==> src/rtl/instruction_fetch_unit_pkg.sv <==
// Shared definitions for the instruction fetch unit: instruction width,
// NOP encoding and the fetch FSM state type.
package instruction_fetch_unit_pkg;

  localparam int INSTR_W = 32;

  // addi x0, x0, 0
  localparam logic [INSTR_W-1:0] NOP = 32'h0000_0013;

  typedef enum logic [1:0] {
    RUN  = 2'd0,
    WAIT = 2'd1,
    KILL = 2'd2
  } ifu_state_t;

endpackage

==> src/rtl/ifu_skid_buffer.sv <==
// One-entry skid buffer that parks a fetched instruction while IF/ID is stalled.
// Priority: clear, then load, then drain.
module ifu_skid_buffer
  import instruction_fetch_unit_pkg::*;
(
  input  logic               clk,
  input  logic               rst,
  input  logic               load,
  input  logic               drain,
  input  logic               clear,
  input  logic [INSTR_W-1:0] load_instr,
  input  logic [31:0]        load_pc,
  output logic [INSTR_W-1:0] instr,
  output logic [31:0]        pc,
  output logic               full
);

  always_ff @(posedge clk or posedge rst) begin
    if (rst) begin
      full  <= 1'b0;
      instr <= NOP;
      pc    <= '0;
    end else if (clear) begin
      full <= 1'b0;
    end else if (load) begin
      full  <= 1'b1;
      instr <= load_instr;
      pc    <= load_pc;
    end else if (drain) begin
      full <= 1'b0;
    end
  end

endmodule

==> src/rtl/instruction_fetch_unit.sv <==
// Instruction fetch stage: PC register, RUN/WAIT/KILL fetch FSM and the IF/ID register.
// Optional feature: define IFU_STALL_CNT_EN to add the stall_cycles_o counter.
module instruction_fetch_unit
  import instruction_fetch_unit_pkg::*;
#(
  parameter logic [31:0] RESET_PC = 32'h0000_0000
) (
  input  logic               clk_i,
  input  logic               reset_i,
  input  logic               hazard_stall_i,
  input  logic               flush_i,
  input  logic [31:0]        target_pc_i,
  output logic               imem_req_o,
  output logic [31:0]        imem_addr_o,
  input  logic               imem_rvalid_i,
  input  logic [INSTR_W-1:0] imem_rdata_i,
`ifdef IFU_STALL_CNT_EN
  output logic [31:0]        stall_cycles_o,
`endif
  output logic [INSTR_W-1:0] instr_o,
  output logic [31:0]        pc_o,
  output logic               valid_o
);

  ifu_state_t         state;
  logic [31:0]        fetch_pc;
  logic [31:0]        req_pc;
  logic               resp_ok;
  logic               skid_full;
  logic               skid_full_next;
  logic               skid_load;
  logic               skid_drain;
  logic [INSTR_W-1:0] skid_instr;
  logic [31:0]        skid_pc;

  // A response is only usable in WAIT and when no redirect is happening.
  assign resp_ok        = (state == WAIT) && imem_rvalid_i && !flush_i;
  assign skid_load      = resp_ok && hazard_stall_i;
  assign skid_drain     = !flush_i && !hazard_stall_i && skid_full;
  assign skid_full_next = !flush_i && hazard_stall_i && (skid_full || resp_ok);

  assign imem_req_o  = !reset_i && !flush_i && !skid_full_next &&
                       ((state == RUN) || ((state == WAIT) && imem_rvalid_i));
  assign imem_addr_o = fetch_pc;

  ifu_skid_buffer u_skid (
    .clk        (clk_i),
    .rst        (reset_i),
    .load       (skid_load),
    .drain      (skid_drain),
    .clear      (flush_i),
    .load_instr (imem_rdata_i),
    .load_pc    (req_pc),
    .instr      (skid_instr),
    .pc         (skid_pc),
    .full       (skid_full)
  );

  always_ff @(posedge clk_i or posedge reset_i) begin
    if (reset_i) begin
      state <= RUN;
    end else begin
      case (state)
        RUN:  if (imem_req_o) state <= WAIT;
        WAIT: begin
          if (flush_i)            state <= imem_rvalid_i ? RUN : KILL;
          else if (imem_rvalid_i) state <= imem_req_o ? WAIT : RUN;
        end
        KILL: if (imem_rvalid_i) state <= RUN;
        default: state <= RUN;
      endcase
    end
  end

  always_ff @(posedge clk_i or posedge reset_i) begin
    if (reset_i) begin
      fetch_pc <= RESET_PC;
      req_pc   <= RESET_PC;
    end else if (flush_i) begin
      fetch_pc <= target_pc_i;
    end else if (imem_req_o) begin
      req_pc   <= fetch_pc;
      fetch_pc <= fetch_pc + 32'd4;
    end
  end

  always_ff @(posedge clk_i or posedge reset_i) begin
    if (reset_i) begin
      valid_o <= 1'b0;
      instr_o <= NOP;
      pc_o    <= RESET_PC;
    end else if (flush_i) begin
      valid_o <= 1'b0;
      instr_o <= NOP;
    end else if (!hazard_stall_i) begin
      if (skid_full) begin
        valid_o <= 1'b1;
        instr_o <= skid_instr;
        pc_o    <= skid_pc;
      end else if (resp_ok) begin
        valid_o <= 1'b1;
        instr_o <= imem_rdata_i;
        pc_o    <= req_pc;
      end else begin
        valid_o <= 1'b0;
        instr_o <= NOP;
      end
    end
  end

`ifdef IFU_STALL_CNT_EN
  always_ff @(posedge clk_i or posedge reset_i) begin
    if (reset_i) begin
      stall_cycles_o <= '0;
    end else if (hazard_stall_i && !flush_i && (stall_cycles_o != 32'hFFFF_FFFF)) begin
      stall_cycles_o <= stall_cycles_o + 32'd1;
    end
  end
`endif

endmodule

==> config.mk <==
export PLATFORM = sky130hd
export DESIGN_NAME = instruction_fetch_unit
export DESIGN_NICKNAME = d
export VERILOG_FILES = /design/src/rtl/instruction_fetch_unit_pkg.sv /design/src/rtl/ifu_skid_buffer.sv /design/src/rtl/instruction_fetch_unit.sv
export SDC_FILE = /design/constraint.sdc
export NUM_CORES = 1
export LEC_CHECK = 0
export BUFFER_PORTS_ARGS = -buffer_cell sky130_fd_sc_hd__buf_2
export CAP_MARGIN = 30
export CORE_MARGIN = 2
export CORE_UTILIZATION = 50
export DETAILED_ROUTE_END_ITERATION = 7
export PLACE_DENSITY = 0.8
export SLEW_MARGIN = 40
export SYNTH_ARGS = -nofsm -noshare
export SYNTH_HDL_FRONTEND = slang
export SYNTH_SLANG_ARGS = --single-unit
==> constraint.sdc <==
create_clock -name clk_i -period 6.4 [get_ports clk_i]
set_input_delay 0.96 -clock clk_i [delete_from_list [all_inputs] [get_ports clk_i]]
set_output_delay 0.96 -clock clk_i [all_outputs]
set_load 0.005 [all_outputs]
# Word-level counts from Yosys, hierarchy flattened
# Index checks and enable logic that the tools add are counted.
[word_totals]
elab_cells = 64
register_bits = 196
out_inout_bits = 98
in_bits = 69
[classes]
addsub = 1
n_eq_ne = 6
reduce_logical = 24
bitwise_logic = 2
mux = 22
[op_table]
columns = ["op", "n"]
rows = [
  ["two-way mux 32 bit", 8],
  ["adder 32 x 3 -> 32 bit, second input constant", 1],
  ["logical AND 1 bit", 10],
  ["two-way mux 2 bit", 5],
  ["two-way mux 1 bit", 8],
  ["one-hot mux 2 bit (3 select lines)", 1],
  ["AND reduction 3 bit", 2],
  ["zero test 1 bit", 4],
  ["!= test 2 bit, second input constant", 2],
  ["AND reduction 2 bit", 2],
  ["nonzero test 2 bit", 2],
  ["!= test 3 bit, second input constant", 1],
  ["nonzero test 3 bit", 1],
  ["== test 2 x 1 -> 1 bit, second input constant", 1],
  ["== test 2 bit, second input constant", 1],
  ["zero test 2 bit", 1],
  ["logical OR 1 bit", 2],
  ["!= test 2 x 1 -> 1 bit, second input constant", 1],
  ["NOT 1 bit", 2],
]

# Depth between registers and ports, before layout
# Gate-level depths: netlist (run 1).
[logic_depth]
ltp_word = 12
ltp_mapped = 8
depth_no_buf = 6

# Cells and area by module
# Synthesis (run 1) repeated with hierarchy kept, for this count alone.
[unflattened]
hier_cells = 714
area_unflattened_um2 = 8765.9
[by_module_without_submodules]
columns = ["module", "n_inst", "cells_per_inst", "area_each_um2", "seq_area_each_um2"]
rows = [
  ["instruction_fetch_unit", 1, 573, 6017.0, 3281.9],
  ["ifu_skid_buffer", 1, 141, 2748.9, 1630.3],
]

# Least setup slack after synthesis (run 1)
# No wires, ideal clock.
[synth_path]
path_type = "input port to output port"
start = "input hazard_stall_i"
end = "output imem_req_o"
required_ns = 5.440
path_stages = 5
slack_ns = 3.523
arrival_time_ns = 1.917
n_path_buf = 2
cell_sequence = "buf_6 -> a21o_4 -> a21o_1 -> nor2_2 -> buf_2"
[synth_between]
elab_chain_cells = 5
[synth_lines]
columns = ["item", "line_no", "text"]
rows = [
  ["start: declaration", "instruction_fetch_unit.sv:10", "input logic hazard_stall_i,"],
  ["logical AND 1 bit (2 in series)", "instruction_fetch_unit.sv:40", "assign skid_full_next = !flush_i && hazard_stall_i && (skid_full || resp_ok);"],
  ["zero test 1 bit", "instruction_fetch_unit.sv:42", "assign imem_req_o = !reset_i && !flush_i && !skid_full_next &&"],
  ["logical AND 1 bit (2 in series)", "instruction_fetch_unit.sv:42", ""],
  ["end: declaration", "instruction_fetch_unit.sv:13", "output logic imem_req_o,"],
]
# No other way between the ends.

# Worst setup path in the final report (run 1)
[layout_path]
start = "input flush_i"
end = "register u_skid.pc[12]"
[layout_between]
elab_chain_cells = 4
elab_cells_between_ends = 5
cone_classes = "bitwise: 1; reduce/logical: 4"
[layout_lines]
columns = ["item", "line_no", "text"]
rows = [
  ["start: declaration", "instruction_fetch_unit.sv:11", "input logic flush_i,"],
  ["zero test 1 bit", "instruction_fetch_unit.sv:37", "assign resp_ok = (state == WAIT) && imem_rvalid_i && !flush_i;"],
  ["logical AND 1 bit", "instruction_fetch_unit.sv:37", ""],
  ["logical AND 1 bit", "instruction_fetch_unit.sv:38", "assign skid_load = resp_ok && hazard_stall_i;"],
  ["AND reduction 2 bit (no source line) *", "-", ""],
  ["end signal: assignment", "ifu_skid_buffer.sv:28", "pc <= load_pc;"],
  ["end: declaration", "ifu_skid_buffer.sv:14", "output logic [31:0] pc,"],
]
# Every way passes the cells marked *; elsewhere a longest branch is shown, timed or not.
# A chain may end at the register's enable or synchronous reset.

==> results of run 1 <==
==> final cells by class <==
type / count / area share, %
flip-flops and latches: 196 / 48.0
multi-input cells: 463 / 33.7
repair buffers: 173 / 9.03
clock buffers: 23 / 4.86
well taps: 220 / 2.69
clock inverters: 9 / 1.44
inverters: 4 / 0.269
diodes: 1 / 0.0244
==> per-stage QoR <==
stage / instances / area, um2 / power (W) / utilization [%] / hold slack, ns
after detailed placement: 1056 / 9580 / 0.00233 / 57.6 / 0.466
after global placement: 1054 / 9520 / 0.00229 / 57.2 / 0.459
after CTS: 1088 / 10200 / 0.00349 / 61.4 / 0.481
after floorplan: 708 / 8540 / 0.00208 / - / 0.473
final: 1089 / 10200 / 0.00346 / 61.5 / 0.473
after global routing: 1088 / 10200 / 0.00364 / 61.5 / 0.516
==> flip-flops by register name (all words and copies together), names as in the netlist <==
register / cells
u_skid.full: 1
u_skid.instr: 32
imem_addr_o: 32
u_skid.pc: 32
valid_o: 1
req_pc: 32
instr_o: 32
state: 2
pc_o: 32
==> routing by layer <==
layer	wire length (um)	part of all wire [%]	global-route usage [%]
met2	9760	50	36.5
met3	888	4.5	4.54
met5	0	0	0
met4	428	2.2	8.42
met1	8500	43	29.1
==> power by group <==
group	leakage (nW)	switching [W]	total [W]	internal, W
clock	0.319	0.000444	0.00115	0.000704
combinational	1.89	0.000254	0.000574	0.000320
sequential	2.46	0.000192	0.00173	0.00154
total	4.66	0.000891	0.00346	0.00257
==> synth_stat cells, drive strengths merged <==
master / number
nor2: 11
dfstp: 6
nand2: 72
o41ai: 1
a21o: 3
nand2b: 2
nor4: 1
or3: 7
nand4b: 1
xor2: 14
a211oi: 1
o31ai: 1
nor2b: 31
nand4: 14
and4: 5
clkbuf: 28
buf: 17
or4: 3
and3: 4
o22a: 3
inv: 4
a31o: 1
a221oi: 29
dfrtp: 190
and2: 3
ha: 1
o21ai: 53
a21oi: 4
a31oi: 2
nor3: 32
xnor2: 6
nand3: 15
o211ai: 5
mux2: 103
or2: 1
mux2i: 34
==> path summary, 6_finish.rpt <==
check	startpoint	to	depth (start not counted)
min in group asynchronous	reset_i	req_pc[15]	2
hold reg to reg	pc_o[23]	pc_o[23]	2
setup reg to reg	u_skid.full	imem_addr_o[27]	6
max in group asynchronous	reset_i	u_skid.full	3
hold / removal	pc_o[23]	pc_o[23]	2
setup / recovery	flush_i	u_skid.pc[12]	6
==> cells by family after synthesis <==
family                   after synthesis
multiplexers                         137
buffers and inverters                 49
adder cells (fa/ha/maj)                1
AND/OR/NAND/NOR                      202
AO/OA/AOI/OAI                        103
XOR/XNOR                              20
flip-flops                           196
==> tightest hold or removal path: stages, from the launching register on <==
cell and delay [ns]:
dfrtp_1 0.34, nand2_1 0.05, o21ai_0 0.06
==> flow_summary_export.csv, run 1 <==
group,metric,value,unit
status,status,"complete, no violations",
worst_setup_path,critPathLaunchType,"input port",
sta,drv_slew,0,
yosys,synth.largest_area_cell,"dfrtp_1",
finish,seqCellArea,4920,um2
placed_design,io_buffers,166,
global_route,grt_max_degree,126,
die,initial_core_util,51.3,%
worst_setup_path,rrSetupSlack,3.81,ns
clocking,clock_latency,0.43,ns
clocking,clkTransAtPathRegs,0.06,ns
route,drt-vias-per-instance,5.55,
route,routed_wl,19.6,mm
die,die_h,135,um
global_route,grt_usage,22.2,%
worst_setup_path,crit_buf_inv,3,
die,die_width,135,um
worst_setup_path,cp_max_fo,41,
worst_setup_path,critPathMaxStageDelay,0.70,ns
worst_setup_path,worst_ep_arrival_time,3.65,ns
worst_setup_path,path_delay_family,"buffers and inverters",
pwr,power.density,338,nW/um2
pwr,power.leakage,4.66,nW
sta,worst_pin_slew,0.797,ns
global_route,antenna_found_initial,2,
finish,multi_input_area,3450,um2
route,dr.pass1.iters,5,
global_route,grt_pass1_wl,31.5,mm
route,drc_errors,0,
yosys,synth_area,8540,um2
yosys,synth-simple-area-share,12.2,%
route,drt_iter0_markers,466,
finish,area_growth,19.9,%
min_path,hp-class,"reg -> reg",
clocking,cts_htree_levels,4,
yosys,synthMuxAreaShare,17.6,%
worst_setup_path,cp_common_cell,"buf_4",
clocking,cts_hold_buf,0,
sta,skew,0.00878,ns
yosys,synth_top_area_share,55.7,%
route,vias,6042,
finish,mostFrequentLayoutCells,"dfrtp_1 (189), buf_2 (164), mux2_2 (103)",
sta,setup_slack,3.05,ns
sta,setup_viol,0,
sta,max_slew_margin,46.8,%
placed_design,gp_congestion,0.788,
worst_setup_path,criticalPathCategory,"in -> reg",
worst_setup_path,crit_slowest_cell,"nor2_4",
clocking,cts-root-buf,"clkbuf_16",
job,cap_viol_max_count,0,
sta,fin_setup_tns,0,ns
worst_setup_path,cp-end-kind,"flip-flop",
yosys,ys_ff_latch,196,
yosys,seq_area_frac_synth,57.5,%
yosys,synth_compound_area_share,8.13,%
yosys,synth_warnings,0,
die,core,16600,um2
route,wire_per_inst,18.0,um
yosys,synth_xor_area_share,2.05,%
worst_setup_path,path_cells,"buf_4 > inv_1 > nand2_1 > nor2_4 > buf_4 > mux2_2",
clocking,cts_resized,0,
placed_design,dp_hpwl,12.9,mm
worst_setup_path,required,6.71,ns
global_route,grt_pass1_vias,6112,
die,num_rows,47,
clocking,clkSinkCount,196,
sta,finalCriticalPeriod,3.35,ns
die,dieArea,18100,um2
die,io-pin-count,167,
clocking,cts_tree,"built",
pwr,vdd_drop_max,0.170,mV
clocking,cts.path.max_buffers,2,
global_route,overflow,0,
route,ant_nets,0,
yosys,synthAdderAreaFrac,0.146,%
finish,fin_nets,925,
sta,period_share,52.3,%
yosys,avgSynthCellArea,12.1,um2
yosys,synth_cell_types,47,
finish,layout_commonest_cell,"dfrtp_1",
yosys,synth_area_leaders,"dfrtp_1 (56%), mux2_2 (14%), mux2i_1 (4.0%)",
yosys,synth_top_family_by_area,"multiplexers",
yosys,syn_inst,708,
finish,drive_gt1_share,38.1,%
clocking,cts-buffers-inserted,17,
clocking,post_cts_buffers,0,
sta,rsz0062_at_grt,"false",
yosys,syn_nets,778,
sta,hold_violations,0,
finish,fillerInstances,1353,
placed_design,place_ws,2.39,ns
sta,max_freq,0.299,GHz
No activity file was read; power rests on OpenSTA's default activity.
==> inputs of run 2 (changes only) <==
--- a/config.mk
+++ b/config.mk
@@ -8,9 +8,9 @@
 export BUFFER_PORTS_ARGS = -buffer_cell sky130_fd_sc_hd__buf_2
 export CAP_MARGIN = 30
 export CORE_MARGIN = 2
-export CORE_UTILIZATION = 50
+export CORE_UTILIZATION = 55
 export DETAILED_ROUTE_END_ITERATION = 7
-export PLACE_DENSITY = 0.8
+export PLACE_DENSITY = 0.84
 export SLEW_MARGIN = 40
 export SYNTH_ARGS = -nofsm -noshare
 export SYNTH_HDL_FRONTEND = slang
==> constraint.sdc (replaced) <==
create_clock -name clk_i -period 3.1 [get_ports clk_i]
set_input_delay 0.465 -clock clk_i [delete_from_list [all_inputs] [get_ports clk_i]]
set_output_delay 0.465 -clock clk_i [all_outputs]
set_load 0.005 [all_outputs]
==> run 2 against run 1 <==
Net effect:
- first-iteration DRC count fell by 13%
- largest power group unchanged
- register-to-register slack got worse by 2.9 ns
- clock power rose by 92%
- cell count fell by 2.2%
- worst hold slack got worse by 0.40 ns
==> flow_summary_export.csv, run 2 (synthesized netlist as in run 1, its figures left out) <==
group,metric,value,unit
sta,hold_violations,0,
worst_setup_path,crit_buf_inv,1,
sta,period_share,81.7,%
clocking,clkSinkCount,196,
sta,max_freq,0.395,GHz
placed_design,dp_hpwl,13.1,mm
status,status,"complete, no violations",
placed_design,place_area,9610,um2
global_route,overflow,0,
finish,area_growth,19.5,%
route,wl_met3,858,um
route,drt_iter0_markers,407,
worst_setup_path,path_delay_family,"flip-flops",
sta,skew,0.00882,ns
clocking,cts_resized,0,
global_route,grt_usage,24.7,%
sta,finalCriticalPeriod,2.53,ns
pwr,power.density,686,nW/um2
route,wire_per_inst,18.4,um
global_route,antenna_found_initial,2,
route,top_layer,"met4",
route,wl_met1,8.39,mm
clocking,cts-root-buf,"clkbuf_16",
clocking,cts_tree,"built",
die,core,15200,um2
finish,layout_commonest_cell,"dfrtp_1",
job,cap_viol_max_count,0,
clocking,cts.path.max_buffers,2,
finish,drive_gt1_share,38.6,%
finish,mostFrequentLayoutCells,"dfrtp_1 (189), buf_2 (166), mux2_2 (103)",
sta,max_slew_margin,59.5,%
route,routed_wl,19.6,mm
worst_setup_path,r2r-start,"u_skid.full",
min_path,hp-class,"in -> async",
sta,fin_setup_tns,0,ns
global_route,grt_max_degree,90,
clocking,cts-buffers-inserted,17,
pwr,power.leakage,4.67,nW
global_route,grt_pass1_wl,31.6,mm
die,io-pin-count,167,
placed_design,io_buffers,166,
die,initial_core_util,56.2,%
worst_setup_path,required,2.63,ns
sta,rsz0062_at_grt,"false",
worst_setup_path,r2r-end,"req_pc[25]",
route,ant_nets,0,
clocking,clkTransAtPathRegs,0.07,ns
worst_setup_path,critPathMaxStageDelay,0.55,ns
clocking,cts_htree_levels,4,
worst_setup_path,worst_ep_arrival_time,2.07,ns
sta,worst_pin_slew,0.608,ns
sta,drv_slew,0,
finish,fin_nets,932,
die,die_h,129,um
sta,setup_viol,0,
worst_setup_path,criticalPathCategory,"reg -> out",
route,dr.pass1.iters,4,
clocking,cts_hold_buf,0,
worst_setup_path,crit_slowest_cell,"dfrtp_4",
die,die_width,129,um
clocking,post_cts_buffers,0,
worst_setup_path,rrSetupSlack,0.93,ns
worst_setup_path,cp_max_fo,12,
clocking,clock_latency,0.44,ns
die,dieArea,16500,um2
worst_setup_path,cp-end-kind,"output port",
worst_setup_path,r2r_cells,5,
worst_setup_path,critPathLaunchType,"flip-flop",
global_route,grt_pass1_vias,6168,
worst_setup_path,path_cells,"a21o_4 > a21o_1 > nor2_4 > buf_2",
route,drc_errors,0,
placed_design,gp_congestion,0.840,
route,wl_met2,9.80,mm
route,vias,6206,
route,drt-vias-per-instance,5.83,
finish,design_area,10200,um2
pwr,vdd_drop_max,0.408,mV
die,num_rows,45,
[run 2: cell count changes in the layout (fill, tap and decap cells not counted), moves of 2 or more]
| cell | previous run | this run |
|---|---|---|
| bufinv_16 | 4 | 2 |
| buf_12 | 1 | 5 |
| buf_4 | 6 | 9 |
| buf_2 | 164 | 166 |
| clkinvlp_4 | 1 | 3 |
[run 2: layout make-up]
class	instances	area, um2
fillers	1152	4990
clock inverters	9	100
repair buffers	180	998
clock buffers	23	498
well taps	188	235
multi-input cells	463	3440
flip-flops and latches	196	4920
inverters	4	18.8
diodes	2	5.00
[run 2: how the worst max path moves through the flow]
stage                            from                to  slack (ns)  cells after the start
after floorplan               reset_i    imem_addr_o[0]        0.11                      1
after CTS                 u_skid.full        imem_req_o        0.56                      4
final                     u_skid.full        imem_req_o        0.57                      4
after detailed placement      flush_i  u_skid.instr[16]        0.78                      7
after global placement        flush_i  u_skid.instr[15]        0.82                      7
after global routing      u_skid.full        imem_req_o        0.50                      4
[run 2: through the flow]
step | instances | total power, W | utilization (%) | worst slack (ns) | hold slack [ns]
6_report | 1065 | 0.00700 | 67.2 | 0.568 | 0.0742
5_1_grt | 1065 | 0.00738 | 67.2 | 0.503 | 0.0928
4_1_cts | 1063 | 0.00705 | 67.1 | 0.563 | 0.0774
3_5_place_dp | 1031 | 0.00483 | 63.2 | 0.778 | 0.466
3_3_place_gp | 1030 | 0.00475 | 63.1 | 0.822 | 0.456
2_1_floorplan | 708 | 0.00429 | - | 0.108 | 0.473
[run 2: power by group]
group / switching, W / total [W] / internal (W)
Sequential: 0.000415 / 0.00360 / 0.00319
Clock: 0.000926 / 0.00221 / 0.00129
Combinational: 0.000521 / 0.00119 / 0.000669
[run 2: metal layers]
metal / global-route usage (%) / vias up
li1: - / 2848
met1: 32.1 / 3129
met5: 0 / -
met2: 40.4 / 193
met4: 11.2 / 0
met3: 5.20 / 36
==> inputs of run 3 (changes only) <==
--- a/config.mk
+++ b/config.mk
@@ -8,9 +8,9 @@
 export BUFFER_PORTS_ARGS = -buffer_cell sky130_fd_sc_hd__buf_2
 export CAP_MARGIN = 30
 export CORE_MARGIN = 2
-export CORE_UTILIZATION = 55
+export CORE_UTILIZATION = 50
 export DETAILED_ROUTE_END_ITERATION = 7
-export PLACE_DENSITY = 0.84
+export PLACE_DENSITY = 0.8
 export SLEW_MARGIN = 40
 export SYNTH_ARGS = -nofsm -noshare
 export SYNTH_HDL_FRONTEND = slang
==> constraint.sdc (replaced) <==
create_clock -name clk_i -period 2.3 [get_ports clk_i]
set_input_delay 0.345 -clock clk_i [delete_from_list [all_inputs] [get_ports clk_i]]
set_output_delay 0.345 -clock clk_i [all_outputs]
set_load 0.005 [all_outputs]
==> run 3 against run 2 <==
Net effect:
- core utilization shrank 5.5 points
- combinational power grew 36%
- total power up 33%
- register-to-register slack got worse by 0.67 ns
- cell count is 3.5% higher
- worst setup slack worse by 0.48 ns
- via count decreased by 1.0%
- critical path type unchanged
- clock skew decreased by 0.0011 ns
==> flow_summary_export.csv, run 3 (synthesized netlist as in run 1, its figures left out) <==
group,metric,value,unit
worst_setup_path,critPathMaxStageDelay,0.39,ns
worst_setup_path,cp-end-kind,"output port",
clocking,cts_hold_buf,0,
die,core,16600,um2
worst_setup_path,worst_ep_arrival_time,1.87,ns
route,wire_per_inst,17.6,um
sta,max_freq,0.451,GHz
pwr,p_sw_share,27.4,%
route,routed_wl,19.4,mm
finish,fin_nets,938,
global_route,grt_max_degree,93,
worst_setup_path,cp_max_fo,11,
global_route,antenna_found_initial,1,
route,ant_nets,0,
finish,postLayoutCoreUtil,61.7,%
finish,fillerInstances,1358,
worst_setup_path,critPathLaunchType,"flip-flop",
clocking,cts-root-buf,"clkbuf_16",
clocking,cts_htree_levels,4,
clocking,cts_tree,"built",
die,dieArea,18100,um2
clocking,cts.path.max_buffers,2,
min_path,hp-class,"in -> async",
worst_setup_path,path_cells,"or2_1 > a21o_1 > nor2_4 > buf_6 > buf_2",
pwr,vdd_drop_max,0.580,mV
sta,setup_viol,0,
clocking,clock_latency,0.44,ns
global_route,grt_usage,22.0,%
global_route,overflow,0,
clocking,cts_resized,0,
sta,max_slew_margin,59.1,%
route,vias,6143,
route,drc_errors,0,
sta,worst_pin_slew,0.613,ns
route,dr.pass1.iters,4,
finish,design_area,10300,um2
global_route,grt_pass1_wl,31.3,mm
clocking,cts-buffers-inserted,17,
placed_design,io_buffers,166,
die,io-pin-count,167,
finish,drive_gt1_share,39.0,%
worst_setup_path,path_delay_family,"simple AND/OR/NAND/NOR gates",
pwr,power_frac_comb,17.3,%
route,drt-vias-per-instance,5.57,
pwr,pwr-share-seq,51.5,%
sta,rsz0062_at_grt,"false",
sta,period_share,96.4,%
global_route,grt_pass1_vias,6157,
status,status,"complete, no violations",
pwr,internal_power,0.00677,W
placed_design,dp_hpwl,13.2,mm
worst_setup_path,rrSetupSlack,0.26,ns
worst_setup_path,crit_slowest_cell,"dfrtp_1",
die,num_rows,47,
pwr,design_power_total,0.00933,W
die,die_h,135,um
placed_design,gp_congestion,0.838,
finish,mostFrequentLayoutCells,"dfrtp_1 (189), buf_2 (166), mux2_2 (103)",
worst_setup_path,required,1.96,ns
route,drt_iter0_markers,398,
clocking,post_cts_buffers,0,
clocking,clkTransAtPathRegs,0.07,ns
worst_setup_path,criticalPathCategory,"reg -> out",
sta,skew,0.00774,ns
die,initial_core_util,51.3,%
pwr,switchingPower,0.00256,W
sta,finalCriticalPeriod,2.22,ns
clocking,clkSinkCount,196,
sta,hold_ws,0.0910,ns
finish,layout_commonest_cell,"dfrtp_1",
pwr,power.leakage,4.68,nW
sta,hold_violations,0,
die,die_width,135,um
worst_setup_path,crit_buf_inv,2,
finish,area_growth,20.2,%
placed_design,place_area,9680,um2
sta,drv_slew,0,
pwr,power.density,908,nW/um2
pwr,power_frac_clock,31.2,%
job,cap_viol_max_count,0,
run 3: cell types whose count changed in the layout (fill, tap and decap cells not counted), sizes merged:
cell	delta
inv	+3
bufinv	-1
clkbuf	-3
buf	+6
clkinv	+1
diode	-1
run 3: area by class of cell:
| type | count | area (um2) | share of cell area [%] |
|---|---|---|---|
| diodes | 1 | 2.50 | 0.0244 |
| repair buffers | 186 | 1030 | 10.1 |
| flip-flops and latches | 196 | 4920 | 47.9 |
| inverters | 4 | 18.8 | 0.183 |
| clock buffers | 20 | 457 | 4.45 |
| multi-input cells | 463 | 3440 | 33.5 |
| clock inverters | 12 | 123 | 1.19 |
| well taps | 220 | 275 | 2.68 |
run 3: tightest hold or removal path: stages:
cell and delay, ns:
buf_2 0.13, clkinvlp_4 0.12, buf_12 0.34
run 3: worst paths after layout:
kind	startpoint	end	cells after the start
min in group clk_i	target_pc_i[4]	imem_addr_o[4]	3
setup / recovery	state[1]	imem_req_o	5
hold / removal	reset_i	u_skid.pc[31]	3
hold reg to reg	pc_o[21]	pc_o[21]	2
setup reg to reg	imem_addr_o[2]	imem_addr_o[28]	6
max in group asynchronous	reset_i	u_skid.full	3
run 3: routing by layer:
layer / global-route usage [%] / routed length, um / up-vias / part of all wire, %
met1: 28.9 / 8450 / 3117 / 43
met2: 36.7 / 9800 / 144 / 50
li1: - / - / 2863 / -
met4: 5.91 / 188 / 0 / 0.97
met3: 5.37 / 1000 / 19 / 5.2
met5: 0 / 0 / - / 0
run 3: metrics by stage:
stage | instances | setup slack, ns | TNS (ns)
6_report | 1102 | 0.0834 | 0
5_1_grt | 1101 | 0.00986 | 0
4_1_cts | 1101 | 0.0249 | 0
3_5_place_dp | 1069 | 0.321 | 0
3_3_place_gp | 1069 | 0.399 | 0
2_1_floorplan | 708 | -0.572 | -108.77
run 3: power groups by stage:
stage	Combinational (W)	Clock, W	Sequential [W]
floorplan	0.00101	0	0.00477
global placement	0.00158	0	0.00481
detailed placement	0.00164	0	0.00486
CTS	0.00164	0.00297	0.00480
global route	0.00182	0.00310	0.00492
finish	0.00162	0.00291	0.00481
